### src/rtl/conv_enc_pkg.sv
// Shared definitions for the convolutional-encoder block scheduler:
// FSM state encoding, default subblock lengths and counter width.
package conv_enc_pkg;

  typedef enum logic [2:0] {
    ST_IDLE   = 3'd0,
    ST_START  = 3'd1,
    ST_ENCODE = 3'd2,
    ST_DRAIN  = 3'd3,
    ST_DONE   = 3'd4
  } sched_state_t;

  localparam int unsigned SHORT_LEN_DEF = 132;
  localparam int unsigned LONG_LEN_DEF  = 768;
  localparam int unsigned CNT_W         = 10;

endpackage

### src/rtl/conv_enc_scheduler.sv
// Sequences one block through the encoder: start pulse, wait for completion
// (with watchdog), then drain target q0/q1/q2 triples under downstream flow control.
module conv_enc_scheduler
  import conv_enc_pkg::*;
#(
  parameter int unsigned SHORT_LEN = SHORT_LEN_DEF,
  parameter int unsigned LONG_LEN  = LONG_LEN_DEF,
  parameter int unsigned TIMEOUT   = 4096
) (
  input  logic       clk,
  input  logic       reset,
  input  logic       blk_ready,
  input  logic       len_sel,
  input  logic [7:0] tail_in,
  output logic       data_valid,
  output logic       code_block_length,
  output logic [7:0] tail_byte,
  input  logic       computation_done,
  output logic       rdreq_subblock,
  input  logic       out_ready,
  output logic       out_valid,
  output logic       out_last,
  output logic       busy,
  output logic       blk_done,
  output logic       timeout_err
);

  localparam int unsigned WD_W = $clog2(TIMEOUT + 1);
  localparam logic [WD_W-1:0] WD_LAST = WD_W'(TIMEOUT - 1);

  sched_state_t     state, state_nx;
  logic             armed;
  logic             done_seen;
  logic             start;
  logic [CNT_W-1:0] target;
  logic [CNT_W-1:0] issued;
  logic [WD_W-1:0]  wdog;

  always_ff @(posedge clk) begin
    if (reset) begin
      state             <= ST_IDLE;
      armed             <= 1'b0;
      done_seen         <= 1'b0;
      code_block_length <= 1'b0;
      tail_byte         <= '0;
      target            <= '0;
      issued            <= '0;
      wdog              <= '0;
      out_valid         <= 1'b0;
      out_last          <= 1'b0;
    end else begin
      state <= state_nx;

      // Re-arm only after blk_ready has been seen low, so a level held
      // high across blk_done cannot retrigger a block.
      if (state == ST_IDLE) begin
        if (start)
          armed <= 1'b0;
        else if (!blk_ready)
          armed <= 1'b1;
      end

      if (start) begin
        code_block_length <= len_sel;
        tail_byte         <= tail_in;
        target            <= len_sel ? CNT_W'(LONG_LEN) : CNT_W'(SHORT_LEN);
        issued            <= '0;
        done_seen         <= 1'b0;
      end else if ((state == ST_START || state == ST_ENCODE) && computation_done) begin
        done_seen <= 1'b1;
      end

      if (state == ST_START)
        wdog <= '0;
      else if (state == ST_ENCODE)
        wdog <= wdog + WD_W'(1);

      if (rdreq_subblock)
        issued <= issued + CNT_W'(1);

      out_valid <= rdreq_subblock;
      out_last  <= rdreq_subblock && (issued == target - CNT_W'(1));
    end
  end

  always_comb begin
    state_nx       = state;
    start          = 1'b0;
    data_valid     = 1'b0;
    rdreq_subblock = 1'b0;
    busy           = 1'b1;
    blk_done       = 1'b0;
    timeout_err    = 1'b0;
    case (state)
      ST_IDLE: begin
        busy = 1'b0;
        if (blk_ready && armed) begin
          start    = 1'b1;
          state_nx = ST_START;
        end
      end
      ST_START: begin
        data_valid = 1'b1;
        state_nx   = ST_ENCODE;
      end
      ST_ENCODE: begin
        // A recorded completion wins over a simultaneous watchdog expiry.
        if (done_seen) begin
          state_nx = ST_DRAIN;
        end else if (wdog == WD_LAST) begin
          timeout_err = 1'b1;
          state_nx    = ST_IDLE;
        end
      end
      ST_DRAIN: begin
        rdreq_subblock = out_ready && (issued < target);
        if (out_valid && out_last)
          state_nx = ST_DONE;
      end
      ST_DONE: begin
        blk_done = 1'b1;
        state_nx = ST_IDLE;
      end
      default: state_nx = ST_IDLE;
    endcase
  end

endmodule

### config.mk
export PLATFORM = sky130hd
export DESIGN_NAME = conv_enc_scheduler
export DESIGN_NICKNAME = d
export VERILOG_FILES = /design/src/rtl/conv_enc_pkg.sv /design/src/rtl/conv_enc_scheduler.sv
export SDC_FILE = /design/constraint.sdc
export NUM_CORES = 1
export LEC_CHECK = 0
export BUFFER_PORTS_ARGS = -buffer_cell sky130_fd_sc_hd__buf_4
export CORE_MARGIN = 4
export CORE_UTILIZATION = 50
export CTS_CLUSTER_DIAMETER = 200
export DETAILED_ROUTE_END_ITERATION = 7
export PLACE_DENSITY = 0.71
export SLEW_MARGIN = 20
export SYNTH_ARGS = -nofsm -noshare
export SYNTH_HDL_FRONTEND = slang
export SYNTH_SLANG_ARGS = --single-unit
### constraint.sdc
create_clock -name clk -period 2.1 [get_ports clk]
set_input_delay 0.42 -clock clk [delete_from_list [all_inputs] [get_ports clk]]
set_output_delay 0.42 -clock clk [all_outputs]
set_load 0.05 [all_outputs]
==> impl_metrics.csv, run 1 <==
group,metric,value,unit
cts,cts_max_level,2,
placed_design,post-place-ws,0.1098,ns
sta,layout_setup_ws,-0.09276,ns
sta,maxSlewHeadroom,0.6355,
cells_and_area,area_growth,28.63,%
yosys,ys_ff_latch,40,
sta,period_share,1.044,
hold_path,hp-class,"in2reg",
die,dieArea,0.005041,sq mm
worst_setup_path,cp_max_fo,3,
worst_setup_path,cp-start-kind,"register",
drt,wl_per_cell,14.48,um
cells_and_area,drive_gt1_frac,0.2730,
cells_and_area,fin_nets,302,
worst_setup_path,path_cells,"clkinvlp_4, ha_4, nand4b_1, a21o_1, nand2_2, clkinvlp_4, buf_8",
placed_design,dpl.hpwl,3.202,mm
job,cap_viol_max_count,0,
worst_setup_path,cp_top_family,"buffers and inverters",
cts,clk_transition_reported_paths,0.08,ns
die,initial_utilization,0.5301,
yosys,syn_avg_cell_area,8.408,sq um
power,total_power,1.703,mW
die,ios,30,
grt,grtUsageTotal,0.1966,
die,fp-row-count,22,
grt,grt-ovfl-total,0,
yosys,ys_types,42,
worst_setup_path,required,1.68,ns
run_status,violations,"setup timing",
sta,finalSetupViolCount,2,
placed_design,post_dp_cell_area,0.002306,sq mm
sta,max_freq,0.4560,GHz
worst_setup_path,path_class,"reg2out",
cts,root_buffer,"clkbuf_8",
yosys,ys_seq_area_frac,0.4035,
cts,ctsLongestPathBuffers,2,
drt,routed_wl,4.778,mm
grt,grt_pass1_vias,1738,
die,fp.coreArea,0.003744,sq mm
cts,hold_buffers,0,
sta,maxSlewViolCount,0,
worst_setup_path,cp-end-kind,"primary output",
drt,ant_nets,0,
sta,hold_violations,0,
cells_and_area,stdcell_area,0.002552,sq mm
sta,fin_hold_ws,0.3081,ns
placed_design,place_congestion,0.8997,
sta,period_minus_slack,2.193,ns
cts,tritoncts,"yes",
grt,grt_pass1_wl,8.086,mm
drt,drt-initial-drc-count,118,
sta,skew,0.009008,ns
cts,worstSkewPairLatency,0.29,ns
cts,cts_made_buffers,5,
grt,antenna_found_initial,0,
cells_and_area,fin_util,0.6818,
power,ir_drop,428.7,uV
worst_setup_path,crit_top_cell,"clkinvlp_4",
drt,viasPerCell,5.667,
worst_setup_path,cpPeakStageDelay,0.36,ns
grt,grt_max_degree,27,
yosys,syn_nets,257,
drt,drc,0,
power,p_per_area,667.2,mW/mm^2
power,p_leak,0.9581,nW
sta,tightest_slew,0.5467,ns
placed_design,io_buffer_count,29,
cts,cts.sink_count,40,
sta,rsz0062_at_grt,"yes",
die,die_w,71,um
drt,dr.pass1.iters,4,
yosys,syn_area,0.001984,sq mm
cells_and_area,n_antenna_cell,0,
worst_setup_path,crit_buf_inv,3,
yosys,syn_inst,236,
die,die_height,71,um
worst_setup_path,crit_arrival,1.77,ns
drt,vias,1870,
run_status,status,"finished, violations left",
worst_setup_path,crit_path_top_delay_cell,"dfxtp_4",
yosys,yosys_warnings,0,
## report_power, final
part	internal, mW	switching [mW]	leakage (nW)	total, mW
sequential	0.773	0.0130	0.325	0.786
combinational	0.103	0.147	0.572	0.250
clock	0.389	0.279	0.0614	0.667
total	1.26	0.438	0.958	1.70
## path summary, 6_finish.rpt
path	startpoint	to	slack [ns]	cells past startpoint
worst max-delay path	target[8]	rdreq_subblock	-0.09	7
worst min-delay path	len_sel	target[7]	0.31	2
worst max register to register	target[8]	issued[7]	-0.04	7
worst min register to register	tail_byte[2]	tail_byte[2]	0.46	2
## what timing repair did
action,in CTS,in global routing
buffers inserted,6,3
pin swaps,6,3
setup endpoints to repair,2,6
endpoints found under the hold margin,0,0
resized for setup,9,3
## sequential cells by signal, summed over array words and instances (netlist names), 2 cells and up
| name | count |
|---|---|
| issued | 10 |
| tail_byte | 8 |
| wdog | 13 |
| state | 3 |
| target | 2 |
## synthesized netlist by cell type
master | instances | area [sq um]
dfxtp_1 | 40 | 800.8
nor4_1 | 4 | 25.02
xnor2_1 | 9 | 78.83
mux2_2 | 3 | 33.78
o2111a_1 | 1 | 11.26
nor3b_2 | 1 | 12.51
a21oi_1 | 19 | 95.09
buf_2 | 2 | 10.01
o2111ai_4 | 1 | 26.28
or3b_1 | 1 | 8.760
inv_1 | 8 | 30.03
xor2_1 | 3 | 26.28
or4_1 | 2 | 15.01
nand3_1 | 14 | 70.07
nor2b_1 | 1 | 6.260
or3_1 | 3 | 18.77
and2b_2 | 1 | 8.760
nor3_1 | 8 | 40.04
a211o_2 | 1 | 10.01
and4_1 | 2 | 17.52
nor3_2 | 1 | 10.01
nand4_1 | 8 | 50.05
nor2_1 | 19 | 71.32
nand4b_1 | 1 | 8.760
a21o_1 | 2 | 15.01
and3b_1 | 2 | 17.52
or2_2 | 1 | 6.260
a211oi_1 | 2 | 15.01
nand2_1 | 32 | 120.1
a31oi_1 | 4 | 25.02
clkbuf_1 | 6 | 22.52
ha_1 | 7 | 87.58
o2111ai_1 | 2 | 17.52
buf_6 | 1 | 11.26
a311oi_1 | 3 | 26.28
o31ai_1 | 2 | 15.01
a2111oi_0 | 1 | 8.760
and3_1 | 6 | 37.54
o21ai_0 | 6 | 30.03
and2_1 | 1 | 6.260
nor3b_1 | 2 | 15.01
o211ai_1 | 3 | 22.52
## cell type report
cell class / instances / area [sq um]
clock buffer: 6 / 82.58
clock inverter: 2 / 38.79
fill: 328 / 1191
inverter: 8 / 37.54
multi-input combinational: 179 / 1164
sequential: 40 / 805.8
tap: 48 / 60.06
timing repair buffer: 47 / 364.1
## kinds of logic after synthesis
kind of cell | Yosys count | share of synthesized area
muxes | 3 | 0.01702
AOI/OAI and AO/OA | 47 | 0.1601
xor gates and xnor gates | 12 | 0.05297
DFF | 40 | 0.4035
adders and majority gates | 7 | 0.04413
and+or+nand+nor | 110 | 0.2850
buffers and inverters | 17 | 0.03720
## cells in the final DEF (no fill, tap or decap), drive strengths merged, types with 2 or more instances in the layout
| cell | count |
|---|---|
| xnor2 | 9 |
| nand3 | 14 |
| and3b | 2 |
| o2111ai | 3 |
| nor3b | 3 |
| buf | 47 |
| xor2 | 3 |
| o21ai | 6 |
| clkbuf | 6 |
| clkinvlp | 2 |
| or3 | 3 |
| a21oi | 19 |
| mux2 | 3 |
| a21o | 2 |
| ha | 7 |
| nor2 | 19 |
| and3 | 6 |
| nand4 | 8 |
| nor4 | 4 |
| a31oi | 4 |
| a311oi | 3 |
| o211ai | 3 |
| a211oi | 2 |
| inv | 6 |
| o31ai | 2 |
| nand2 | 32 |
| dfxtp | 40 |
| nor3 | 9 |
| or4 | 2 |
| and4 | 2 |
## routing by layer
layer,track usage,up-vias,part of all wire
met4,0.07098,0,0.013
met3,0.03551,6,0.044
li1,-,943,-
met1,0.2742,876,0.46
met5,0,-,0
met2,0.3038,45,0.48
## metrics by stage
stage	std cells	TNS [ns]
6_report	330	-0.1355
5_1_grt	330	-0.5617
4_1_cts	327	-0.07205
3_5_place_dp	313	0
3_3_place_gp	313	0
2_1_floorplan	236	0
Power figures use the tool's default switching activity.
==> run 2: changes to the inputs <==
--- a/config.mk
+++ b/config.mk
@@ -7,10 +7,10 @@
 export LEC_CHECK = 0
 export BUFFER_PORTS_ARGS = -buffer_cell sky130_fd_sc_hd__buf_4
 export CORE_MARGIN = 4
-export CORE_UTILIZATION = 50
+export CORE_UTILIZATION = 30
 export CTS_CLUSTER_DIAMETER = 200
 export DETAILED_ROUTE_END_ITERATION = 7
-export PLACE_DENSITY = 0.71
+export PLACE_DENSITY = 0.46
 export SLEW_MARGIN = 20
 export SYNTH_ARGS = -nofsm -noshare
 export SYNTH_HDL_FRONTEND = slang
==> run 2 against run 1 <==
- the run still ends with setup timing left
- global-route usage fell by 5.8 points
- worst setup slack improved by 0.0097 ns
- fmax rose by 0.44%
- flip-flop and latch count did not move
- register-to-register slack improved by 0.18 ns
==> impl_metrics.csv, run 2 (synthesized netlist as in run 1, its figures left out) <==
group,metric,value,unit
run_status,status,"finished, violations left",
run_status,violations,"setup timing",
cells_and_area,n_antenna_cell,0,
placed_design,post_dp_cell_area,0.002380,sq mm
placed_design,dpl.hpwl,3.613,mm
worst_setup_path,cp_num_cells,7,
worst_setup_path,cp-end-kind,"primary output",
power,sequentialPowerShare,0.471,
sta,fin_hold_ws,0.3119,ns
sta,maxSlewHeadroom,0.6629,
die,ios,30,
power,p_per_area,651.3,mW/mm^2
drt,vias,1832,
cells_and_area,stdcell_area,0.002564,sq mm
placed_design,dp_cells,347,
worst_setup_path,ff2ff_setup_slack,0.14,ns
cts,clk_transition_reported_paths,0.08,ns
cts,cts.sink_count,40,
sta,period_share,1.040,
worst_setup_path,cp-start-kind,"register",
die,fp.coreArea,0.006386,sq mm
placed_design,place_congestion,0.7936,
grt,antenna_found_initial,0,
worst_setup_path,timing.rr.end,"issued[8]",
worst_setup_path,path_class,"reg2out",
sta,max_freq,0.4581,GHz
sta,setup_tns,-0.08308,ns
cells_and_area,top_register,"wdog",
power,p_switching,0.4370,mW
drt,drc,0,
cells_and_area,largest_reg_flops,13,
drt,drt-initial-drc-count,81,
sta,hold_violations,0,
power,p_comb_frac,0.139,
sta,tightest_slew,0.5057,ns
cts,cts_made_buffers,5,
job,cap_viol_max_count,0,
die,dieArea,0.007980,sq mm
sta,finalSetupViolCount,1,
cts,hold_buffers,0,
worst_setup_path,crit_path_top_delay_cell,"dfxtp_4",
die,die_height,89.33,um
cells_and_area,final_common_cell,"buf_4",
worst_setup_path,crit_arrival,1.76,ns
cells_and_area,drive_gt1_frac,0.2643,
cts,cts_max_level,2,
worst_setup_path,cpPeakStageDelay,0.35,ns
sta,skew,0.006592,ns
hold_path,hp-class,"in2reg",
cts,root_buffer,"clkbuf_8",
grt,grt_max_degree,27,
cts,tritoncts,"yes",
cells_and_area,final_cells,357,
die,fp-row-count,29,
cells_and_area,area_growth,29.19,%
worst_setup_path,rr_startpoint,"target[8]",
worst_setup_path,critPathLaunch,"target[8]",
worst_setup_path,cp_max_fo,3,
drt,routed_wl,5.237,mm
grt,grt-ovfl-total,0,
power,p_leak,0.9540,nW
power,swShare,0.2617,
cells_and_area,layout_common_cells,"buf_4, dfxtp_1, nand2_1",
grt,grt_pass1_wl,8.507,mm
worst_setup_path,path_cells,"inv_1, ha_4, nand4b_1, a21o_1, nand2_2, clkinvlp_4, buf_8",
power,total_power,1.670,mW
cells_and_area,fin_nets,300,
placed_design,io_buffer_count,29,
worst_setup_path,cp_top_family,"flip-flops",
power,ir_drop,343.0,uV
grt,grt_pass1_vias,1738,
grt,grtUsageTotal,0.1383,
drt,viasPerCell,5.132,
worst_setup_path,crit_buf_inv,3,
drt,wl_per_cell,14.67,um
worst_setup_path,reg2reg_depth,6,
power,clkPwrFrac,0.390,
sta,maxSlewViolCount,0,
cells_and_area,biggestRegsByFlops,"wdog: 13 flops, issued: 10 flops, tail_byte: 8 flops",
cts,worstSkewPairLatency,0.29,ns
worst_setup_path,crit_end,"rdreq_subblock",
sta,period_minus_slack,2.183,ns
sta,layout_setup_ws,-0.08308,ns
cts,ctsLongestPathBuffers,2,
drt,ant_nets,0,
die,die_w,89.33,um
sta,rsz0062_at_grt,"yes",
die,initial_utilization,0.3107,
worst_setup_path,required,1.68,ns
power,intPower,1.233,mW
hold_path,hp-start,"len_sel",
drt,dr.pass1.iters,4,
[run 2: per-layer routing]
layer  up-vias  wire length, um  global-route usage
met5         -                0                   0
met4         0               65             0.04060
met3         7              254             0.03687
met2        44             2354              0.2224
met1       842             2563              0.1817
li1        939                -                   -
[run 2: worst min-delay path by stage]
stage                              end  cells past startpoint
final                        target[7]                      2
after global routing         target[7]                      2
after CTS                    target[7]                      2
after detailed placement  tail_byte[6]                      2
after global placement    tail_byte[0]                      2
after floorplan                wdog[1]                      2
[run 2: stage by stage]
stage / utilization / setup WS (ns)
global route: 0.4015 / -0.1703
detailed placement: 0.3726 / 0.06733
floorplan: - / 0.01249
finish: 0.4015 / -0.08308
global placement: 0.3726 / 0.1348
CTS: 0.3995 / -0.08742
[run 2: final cells by class]
class	count	area, sq um
Multi-Input combinational cell	179	1156
Timing Repair Buffer	45	349.1
Fill cell	672	3822
Clock buffer	8	121.4
Tap cell	77	96.34
Inverter	8	33.78
Sequential cell	40	807.0
[run 2: power by group through the flow]
stage / registers [mW] / clock network, mW / logic, mW
5_1_grt: 0.788 / 0.709 / 0.250
6_report: 0.786 / 0.652 / 0.231
3_3_place_gp: 0.803 / 0 / 0.230
3_5_place_dp: 0.804 / 0 / 0.228
2_1_floorplan: 0.830 / 0 / 0.106
4_1_cts: 0.786 / 0.683 / 0.233
[run 2: repair_timing]
item,4_1_cts,5_1_grt
resized for setup,8,2
buffers inserted,1,1
pin swaps,3,0
setup endpoints to repair,2,2
